$ cat config.mk
export PLATFORM = sky130hd
export DESIGN_NAME = structure_tensor_calc
export DESIGN_NICKNAME = d
export VERILOG_FILES = /design/src/rtl/optical_flow_pkg.sv /design/src/rtl/tensor_product_sum.sv /design/src/rtl/structure_tensor_calc.sv
export SDC_FILE = /design/constraint.sdc
export NUM_CORES = 2
export LEC_CHECK = 0
export ABC_CLOCK_PERIOD_IN_PS = 31700
export CAP_MARGIN = 20
export CORE_ASPECT_RATIO = 1.4
export CORE_UTILIZATION = 56
export DETAILED_ROUTE_END_ITERATION = 8
export GPL_TIMING_DRIVEN = 0
export PLACE_DENSITY_LB_ADDON = 0.25
export SLEW_MARGIN = 15
export SYNTH_ARGS = -nofsm -noshare
export SYNTH_HDL_FRONTEND = slang
export SYNTH_SLANG_ARGS = --single-unit
export TNS_END_PERCENT = 50
$ cat constraint.sdc
create_clock -name clk -period 31.7 [get_ports clk]
set_input_delay 7.925 -clock clk [delete_from_list [all_inputs] [get_ports clk]]
set_output_delay 7.925 -clock clk [all_outputs]
set_load 0.05 [all_outputs]
$ cat src/rtl/optical_flow_pkg.sv
// rtl/optical_flow_pkg.sv - shared tensor term enum and sum-width helper for the optical-flow datapath
package optical_flow_pkg;

  typedef enum logic [2:0] {
    TENSOR_XX,
    TENSOR_XY,
    TENSOR_YY,
    TENSOR_XT,
    TENSOR_YT
  } tensor_term_e;

  localparam int NUM_TENSOR_TERMS = 5;

  // Width that holds the sum of per-frame products without overflow.
  function automatic int tensor_sum_width(input int der_bits, input int num_frames);
    return 2 * der_bits + $clog2(num_frames);
  endfunction

endpackage

$ cat src/rtl/tensor_product_sum.sv
// rtl/tensor_product_sum.sv - one tensor component: per-frame multiply, frame sum, shift and saturate (3 stages)
// Optional rounding before the shift when STRUCT_TENSOR_ROUND_EN is defined.
module tensor_product_sum
  import optical_flow_pkg::*;
#(
  parameter int DER_TRUNC_BITS = 8,
  parameter int NUM_FRAMES     = 3,
  parameter int PROD_SHIFT     = 2,
  parameter int OUT_BITS       = 16
) (
  input  logic                                  clk,
  input  logic                                  rst,
  input  logic                                  en,
  input  logic [DER_TRUNC_BITS*NUM_FRAMES-1:0]  a_in,
  input  logic [DER_TRUNC_BITS*NUM_FRAMES-1:0]  b_in,
  output logic signed [OUT_BITS-1:0]            sum_out
);

  localparam int PROD_W = 2 * DER_TRUNC_BITS;
  localparam int SUM_W  = tensor_sum_width(DER_TRUNC_BITS, NUM_FRAMES);
  localparam int EXT_W  = SUM_W + 1;
  localparam int CMP_W  = (EXT_W > OUT_BITS) ? EXT_W : OUT_BITS + 1;

  localparam logic signed [CMP_W-1:0] SAT_MAX = {{(CMP_W-OUT_BITS+1){1'b0}}, {(OUT_BITS-1){1'b1}}};
  localparam logic signed [CMP_W-1:0] SAT_MIN = {{(CMP_W-OUT_BITS+1){1'b1}}, {(OUT_BITS-1){1'b0}}};

  logic signed [PROD_W-1:0]   prod_d [NUM_FRAMES];
  logic signed [PROD_W-1:0]   prod_q [NUM_FRAMES];
  logic signed [SUM_W-1:0]    sum_d;
  logic signed [SUM_W-1:0]    sum_q;
  logic signed [EXT_W-1:0]    biased;
  logic signed [EXT_W-1:0]    shifted;
  logic signed [CMP_W-1:0]    shifted_c;
  logic signed [OUT_BITS-1:0] sat_d;

  always_comb begin
    for (int f = 0; f < NUM_FRAMES; f++) begin
      prod_d[f] = PROD_W'($signed(a_in[f*DER_TRUNC_BITS +: DER_TRUNC_BITS]))
                * PROD_W'($signed(b_in[f*DER_TRUNC_BITS +: DER_TRUNC_BITS]));
    end
  end

  always_comb begin
    sum_d = '0;
    for (int f = 0; f < NUM_FRAMES; f++) begin
      sum_d = sum_d + SUM_W'(prod_q[f]);
    end
  end

  // One guard bit above the sum keeps the rounding bias from wrapping.
`ifdef STRUCT_TENSOR_ROUND_EN
  if (PROD_SHIFT > 0) begin : g_round
    assign biased = EXT_W'(sum_q) + EXT_W'(1 << (PROD_SHIFT - 1));
  end else begin : g_floor
    assign biased = EXT_W'(sum_q);
  end
`else
  assign biased = EXT_W'(sum_q);
`endif

  assign shifted   = biased >>> PROD_SHIFT;
  assign shifted_c = CMP_W'(shifted);

  always_comb begin
    sat_d = shifted_c[OUT_BITS-1:0];
    if (shifted_c > SAT_MAX) begin
      sat_d = {1'b0, {(OUT_BITS-1){1'b1}}};
    end else if (shifted_c < SAT_MIN) begin
      sat_d = {1'b1, {(OUT_BITS-1){1'b0}}};
    end
  end

  always_ff @(posedge clk or posedge rst) begin
    if (rst) begin
      for (int f = 0; f < NUM_FRAMES; f++) begin
        prod_q[f] <= '0;
      end
      sum_q   <= '0;
      sum_out <= '0;
    end else if (en) begin
      for (int f = 0; f < NUM_FRAMES; f++) begin
        prod_q[f] <= prod_d[f];
      end
      sum_q   <= sum_d;
      sum_out <= sat_d;
    end
  end

endmodule

$ cat src/rtl/structure_tensor_calc.sv
// rtl/structure_tensor_calc.sv - five gradient-product sums with raster sof/eol markers, 3-cycle pipeline
// Optional rounding in the shift stage is selected by STRUCT_TENSOR_ROUND_EN.
module structure_tensor_calc
  import optical_flow_pkg::*;
#(
  parameter int DER_TRUNC_BITS        = 8,
  parameter int NUM_DERIVATIVE_FRAMES = 3,
  parameter int FRAME_WIDTH           = 1024,
  parameter int FRAME_HEIGHT          = 768,
  parameter int PROD_SHIFT            = 2,
  parameter int OUT_BITS              = 16
) (
  input  logic                                              clk,
  input  logic                                              rst,
  input  logic                                              en,
  input  logic                                              in_valid,
  input  logic [DER_TRUNC_BITS*NUM_DERIVATIVE_FRAMES-1:0]   temp_derivs_in,
  input  logic [DER_TRUNC_BITS*NUM_DERIVATIVE_FRAMES-1:0]   x_derivs_in,
  input  logic [DER_TRUNC_BITS*NUM_DERIVATIVE_FRAMES-1:0]   y_derivs_in,
  output logic signed [OUT_BITS-1:0]                        sxx_out,
  output logic signed [OUT_BITS-1:0]                        sxy_out,
  output logic signed [OUT_BITS-1:0]                        syy_out,
  output logic signed [OUT_BITS-1:0]                        sxt_out,
  output logic signed [OUT_BITS-1:0]                        syt_out,
  output logic                                              out_valid,
  output logic                                              out_sof,
  output logic                                              out_eol
);

  localparam int VEC_W = DER_TRUNC_BITS * NUM_DERIVATIVE_FRAMES;
  localparam int COL_W = (FRAME_WIDTH > 1) ? $clog2(FRAME_WIDTH) : 1;
  localparam int ROW_W = (FRAME_HEIGHT > 1) ? $clog2(FRAME_HEIGHT) : 1;

  logic [COL_W-1:0] col;
  logic [ROW_W-1:0] row;
  logic             accept;
  logic             col_last;
  logic             row_last;
  logic [2:0]       vld_pipe;
  logic [2:0]       sof_pipe;
  logic [2:0]       eol_pipe;

  logic signed [OUT_BITS-1:0] term_sum [NUM_TENSOR_TERMS];

  assign accept   = en && in_valid;
  assign col_last = (col == COL_W'(FRAME_WIDTH - 1));
  assign row_last = (row == ROW_W'(FRAME_HEIGHT - 1));

  always_ff @(posedge clk or posedge rst) begin
    if (rst) begin
      col <= '0;
      row <= '0;
    end else if (accept) begin
      if (col_last) begin
        col <= '0;
        row <= row_last ? '0 : row + ROW_W'(1);
      end else begin
        col <= col + COL_W'(1);
      end
    end
  end

  // Markers are tagged at acceptance and ride alongside the data pipeline.
  always_ff @(posedge clk or posedge rst) begin
    if (rst) begin
      vld_pipe <= '0;
      sof_pipe <= '0;
      eol_pipe <= '0;
    end else if (en) begin
      vld_pipe <= {vld_pipe[1:0], in_valid};
      sof_pipe <= {sof_pipe[1:0], in_valid && (col == '0) && (row == '0)};
      eol_pipe <= {eol_pipe[1:0], in_valid && col_last};
    end
  end

  assign out_valid = vld_pipe[2];
  assign out_sof   = sof_pipe[2];
  assign out_eol   = eol_pipe[2];

  for (genvar t = 0; t < NUM_TENSOR_TERMS; t++) begin : g_term
    localparam tensor_term_e TERM = tensor_term_e'(t);
    logic [VEC_W-1:0] a_sel;
    logic [VEC_W-1:0] b_sel;

    always_comb begin
      a_sel = x_derivs_in;
      b_sel = y_derivs_in;
      case (TERM)
        TENSOR_XX: b_sel = x_derivs_in;
        TENSOR_YY: a_sel = y_derivs_in;
        TENSOR_XT: b_sel = temp_derivs_in;
        TENSOR_YT: begin
          a_sel = y_derivs_in;
          b_sel = temp_derivs_in;
        end
        default: ;
      endcase
    end

    tensor_product_sum #(
      .DER_TRUNC_BITS(DER_TRUNC_BITS),
      .NUM_FRAMES    (NUM_DERIVATIVE_FRAMES),
      .PROD_SHIFT    (PROD_SHIFT),
      .OUT_BITS      (OUT_BITS)
    ) u_sum (
      .clk    (clk),
      .rst    (rst),
      .en     (en),
      .a_in   (a_sel),
      .b_in   (b_sel),
      .sum_out(term_sum[t])
    );
  end

  assign sxx_out = term_sum[TENSOR_XX];
  assign sxy_out = term_sum[TENSOR_XY];
  assign syy_out = term_sum[TENSOR_YY];
  assign sxt_out = term_sum[TENSOR_XT];
  assign syt_out = term_sum[TENSOR_YT];

endmodule

; Word-level counts from Yosys, hierarchy flattened
; Index checks and enable logic that the tools add are counted.
[totals]
reg_bits = 439
out_inout_bits = 83
mem_bits_ro = 0
in_bits = 76
ram_bits = 0
memories = 0
elab_cells = 88
latchBits = 0
[classes]
eq_ne = 2
add_sub_neg = 12
reduce_logical = 7
shift = 0
order_cmp = 10
div_mod_pow = 0
mul = 15
mux = 12
bitwise = 0
[op_table]
columns = op, count
row1 = $mul 8x8->16, 15
row2 = $mux 16, 10
row3 = $add 17x16->18, 5
row4 = $add 16x16->17, 5
row5 = $gt 16x16->1 const B, 5
row6 = $lt 16x16->1 const B, 5
row7 = $add 10x1->10 const B, 2
row8 = $eq 10x10->1 const B, 2
row9 = $logic_not 10->1, 2
row10 = $mux 10, 2
row11 = $logic_and 1x1->1, 4
row12 = $reduce_and 2->1, 1

; Depth between registers and ports, before layout
[logic_depth]
word_depth = 3
depth_mapped = 21
depth_no_buf = 20

; By module
; A second synthesis with hierarchy kept.
[unflattened]
cells_unflattened = 5944
area_unflattened_um2 = 58904.0
[by_module_without_submodules]
columns = mod, area_each_um2, cells_per_inst, n_inst
row1 = tensor_product_sum (g_term[1].u_sum), 11548.6, 1160, 1
row2 = tensor_product_sum (g_term[3].u_sum), 11506.0, 1159, 1
row3 = tensor_product_sum (g_term[2].u_sum), 11484.8, 1152, 1
row4 = tensor_product_sum (g_term[4].u_sum), 11476.0, 1171, 1
row5 = tensor_product_sum (g_term[0].u_sum), 11469.8, 1170, 1
row6 = structure_tensor_calc, 1418.9, 132, 1

; Least setup slack after synthesis
; Ideal clock, no wire load.
[synth_path]
path_kind = input port to flip-flop
startpoint = input port y_derivs_in[15]
endpoint = register g_term[2].u_sum.prod_q[31] in the netlist's numbering
arrival_time_ps = 12283
setup_slack_ps = 19280
cell_stages = 18
setup_time_ps = 137
path_buffers = 2
cell_sequence = clkbuf_1 > clkbuf_1 > nand2_1 > fa_1 > inv_1 > fa_1 > fa_1 > inv_1 > fa_1 > inv_1 > ha_1 > and2_1 > a22o_1 > o41a_1 > a211oi_1 > a21oi_1 > xnor2_1 > a21oi_1
[synth_between]
elab_chain_len = 1
[synth_rtl]
columns = item, line_no
row1 = from (decl), structure_tensor_calc.sv:19  ; input logic [DER_TRUNC_BITS*NUM_DERIVATIVE_FRAMES-1:0] y_derivs_in,
row2 = $mul 8x8->16, tensor_product_sum.sv:39  ; * PROD_W'($signed(b_in[f*DER_TRUNC_BITS +: DER_TRUNC_BITS]));
row3 = "to (signal, indexed assignment)", tensor_product_sum.sv:82  ; prod_q[f] <= prod_d[f];
row4 = to (decl), tensor_product_sum.sv:28  ; logic signed [PROD_W-1:0] prod_q [NUM_FRAMES];
; Every way passes these cells.
; A chain may end at the register's enable or synchronous reset.

; Worst setup path in the final report
[layout_path]
startpoint = input port x_derivs_in[10]
endpoint = register g_term[0].u_sum.prod_q[31] in the netlist's numbering
[layout_between]
elab_chain_len = 1
[layout_rtl]
columns = item, line_no
row1 = from (decl), structure_tensor_calc.sv:18  ; input logic [DER_TRUNC_BITS*NUM_DERIVATIVE_FRAMES-1:0] x_derivs_in,
row2 = $mul 8x8->16, tensor_product_sum.sv:39
row3 = "to (signal, indexed assignment)", tensor_product_sum.sv:82
row4 = to (decl), tensor_product_sum.sv:28
; Every way passes these cells.

==> flow_summary_export.csv <==
group,metric,value,unit
status,run_status,"completed",
setup_path,cp_data_arrival_time,14500,ps
clocking,cts-hold-fix-buffers,0,
timing,setup-violations-final,0,
routing,post_drt_via_cell_ratio,5.69,
placement,place_hpwl,134000,um
synthesis,synth-async-reset-ratio,100,%
grt,global_route.usage.total,34.5,%
grt,grt_antenna_before_repair,6,
clocking,buffer_depth_of_the_longest_clock_path,3,
synthesis,synthTopCellsByArea,"fa_1 (30%), dfrtp_1 (19%), ha_1 (12%)",
clocking,cts_made_buffers,46,
finish,fillerInstances,8556,
synthesis,ys.flop_type,"dfrtp_1",
synthesis,synth.ff_latch_count,417,
power,powerDensity,107,mW/mm^2
timing,fin_setup_tns,0,ps
timing,worst_pin_slew,1270,ps
clocking,tritoncts_clock_tree,"yes",
clocking,cts.reportedPaths.clkPinSlew,70,ps
floorplanning,die_height,375,um
clocking,cts.repair.resized,0,
grt,grt_pass1_vias,43399,
placement,post-place-ws,17310,ps
routing,detail_route.wl_per_cell,22.7,um
clocking,post-cts-setup-buffer-count,0,
timing,setup_ws,17770,ps
clocking,root_buffer,"clkbuf_16",
placement,gp_congestion,0.963,
power,leakagePower,0.0293,uW
clocking,clock_sinks,417,
routing,drc,0,
setup_path,path_class,"in2reg",
worst_hold_path,min-delay-path-class,"reg2reg",
timing,fin_worst_skew,22.5,ps
clocking,worstSkewPairLatency,630,ps
grt,grt_start_max_net_pins,112,
synthesis,synth.most_common_cell,"inv_1",
routing,first_pass_iters,5,
placement,place.port_buffers,153,
synthesis,yosysTopAreaCellShare,29.8,%
setup_path,critPathMaxFanout,10,
timing,max_slew_violation_count,0,
synthesis,synth-warning-count,0,
timing,hold_viol_final,0,
setup_path,category_of_the_worst_setup_path_launch_point,"primary input",
routing,via_count,41525,
finish,num-nets-final,7363,
synthesis,share_of_synthesized_area_occupied_by_flip_flops_and_latches,18.8,%
floorplanning,floorplan.io_pins,159,
setup_path,type_of_element_capturing_the_critical_path,"flip-flop",
timing,clock.fmax,0.0718,GHz
floorplanning,core_area,0.0984,sq mm
timing,setup_repair_after_global_routing_missed_its_margin,"false",
synthesis,netlist_instances,5731,
synthesis,synth_largest_area_cell,"fa_1",
routing,dr.first_iter.drc_count,2837,
floorplanning,die-width,268,um
job,max-cap-violations,0,
timing,share_of_the_clock_period_used_by_the_worst_path_after_layout,43.9,%
synthesis,synth_cell_area,0.0556,sq mm
synthesis,post_synth_edffs,0,
grt,globalRoute.totalOverflow,0,
clocking,cts_max_level,2,
timing,finalWorstPathRequiredPeriod,13930,ps
floorplanning,full_die_area,0.101,sq mm
floorplanning,row_count,136,
finish,drive_gt1_share,6.74,%
placement,place.detailed.instances,7208,
floorplanning,initial_utilization,56.5,%
synthesis,synth.top_cells.by_count,"inv_1 (1113), fa_1 (829), ha_1 (512)",
routing,postRouteAntennaNets,0,
finish,final_cell_count_no_fill,7298,
synthesis,synthDistinctLibCells,73,
setup_path,worst_ep_required_time,32270,ps
synthesis,synthesis.area_per_instance,9.70,sq um
power,irDropWorstVdd,0.0000910,V
timing,max-slew-margin-rel,15.3,%
grt,global_route_wire_length_before_repair,257000,um
finish,layout-area-overhead-vs-synth,8.96,%
finish,fin_util,61.6,%
routing,postRouteWirelength,166000,um
-- critical path, stage by stage --
cell	delay, ps
clkdlybuf4s50_1	630
clkbuf_1	610
clkbuf_1	670
nand2_1	270
inv_1	140
fa_1	450
fa_1	510
fa_1	490
inv_1	50
fa_1	470
inv_1	40
ha_1	320
or2_2	300
o31ai_1	70
a21oi_1	90
a211oi_1	380
a21oi_1	150
xnor2_1	650
mux2_2	280
-- placed cells by master (no fill, tap or decap), types with 101 or more instances in the layout --
master           instances
xnor2_1                234
and2_1                 408
a21oi_1                134
clkdlybuf4s50_1        153
nor2b_1                101
nand2_1                383
o21ai_0                123
nor2_1                 280
ha_1                   512
fa_1                   829
clkbuf_1               186
inv_1                 1112
dfrtp_1                417
mux2_2                 245
-- state kept, by name, indices dropped and copies added (netlist names) --
register,flops
g_term.u_sum.sum_out,80
g_term.u_sum.sum_q,80
vld_pipe,3
sof_pipe,3
col,10
row,10
g_term.u_sum.prod_q,228
eol_pipe,3
-- path summary, 6_finish.rpt --
path,startpoint,endpoint,slack [ps],depth (start not counted)
max in group asynchronous,rst,g_term[3].u_sum.sum_out[13]$_DFFE_PP0P_,22170,5
min in group asynchronous,rst,row[2]$_DFFE_PP0P_,7700,2
worst max-delay path,x_derivs_in[10],g_term[0].u_sum.prod_q[31]$_DFFE_PP0P_,17770,19
worst min register to register,g_term[0].u_sum.sum_q[10]$_DFFE_PP0P_,g_term[0].u_sum.sum_q[10]$_DFFE_PP0P_,480,1
worst max register to register,g_term[1].u_sum.prod_q[3]$_DFFE_PP0P_,g_term[1].u_sum.sum_q[14]$_DFFE_PP0P_,28440,9
worst min-delay path,g_term[0].u_sum.sum_q[10]$_DFFE_PP0P_,g_term[0].u_sum.sum_q[10]$_DFFE_PP0P_,480,1
-- cells by family (layout without fill, tap and decap cells) --
group / after synthesis / count (layout) / synth area share, %
xor gates and xnor gates: 266 / 266 / 4.19
other: 1 / 11 / 0.00674
and+or+nand+nor: 1380 / 1380 / 12.4
DFF: 417 / 417 / 18.8
adders and majority gates: 1341 / 1341 / 41.4
muxes: 250 / 250 / 5.06
AOI/OAI and AO/OA: 743 / 743 / 9.23
buffers and inverters: 1333 / 1579 / 9.00
-- report_power, final --
| part | total (uW) | internal, uW | leakage, uW | switching (uW) |
|---|---|---|---|---|
| Sequential | 1050 | 796 | 0.00497 | 257 |
| Combinational | 4870 | 2100 | 0.0236 | 2770 |
| Clock | 570 | 317 | 0.000757 | 253 |
-- metal layers --
layer | track usage (%) | vias to the layer above | routed length, um
li1 | - | 18554 | -
met4 | 20.7 | 0 | 11900
met1 | 43.1 | 21057 | 63800
met5 | 0 | - | 0
met3 | 4.92 | 448 | 10700
met2 | 56.6 | 1466 | 79400
-- cell type report --
type	instances	area [sq um]	share of cell area, %
Multi-Input combinational cell	3986	40200	66.3
Sequential cell	417	10400	17.2
Inverter	1124	4230	6.98
Timing Repair Buffer	162	1730	2.85
Tap cell	1311	1640	2.71
Clock buffer	61	1300	2.14
Buffer	209	808	1.33
Clock inverter	23	254	0.419
Antenna cell	5	12.5	0.0207
-- metrics by stage --
| step | hold WS [ps] | instance area [sq um] | power, uW |
|---|---|---|---|
| 2_1_floorplan | 446 | 55600 | 4530 |
| 3_3_place_gp | 466 | 58800 | 5750 |
| 3_5_place_dp | 470 | 59000 | 5830 |
| 4_1_cts | 487 | 60600 | 6450 |
| 5_1_grt | 507 | 60600 | 7070 |
| 6_report | 482 | 60600 | 6490 |
Note: power is estimated with default switching activity, not from simulation.
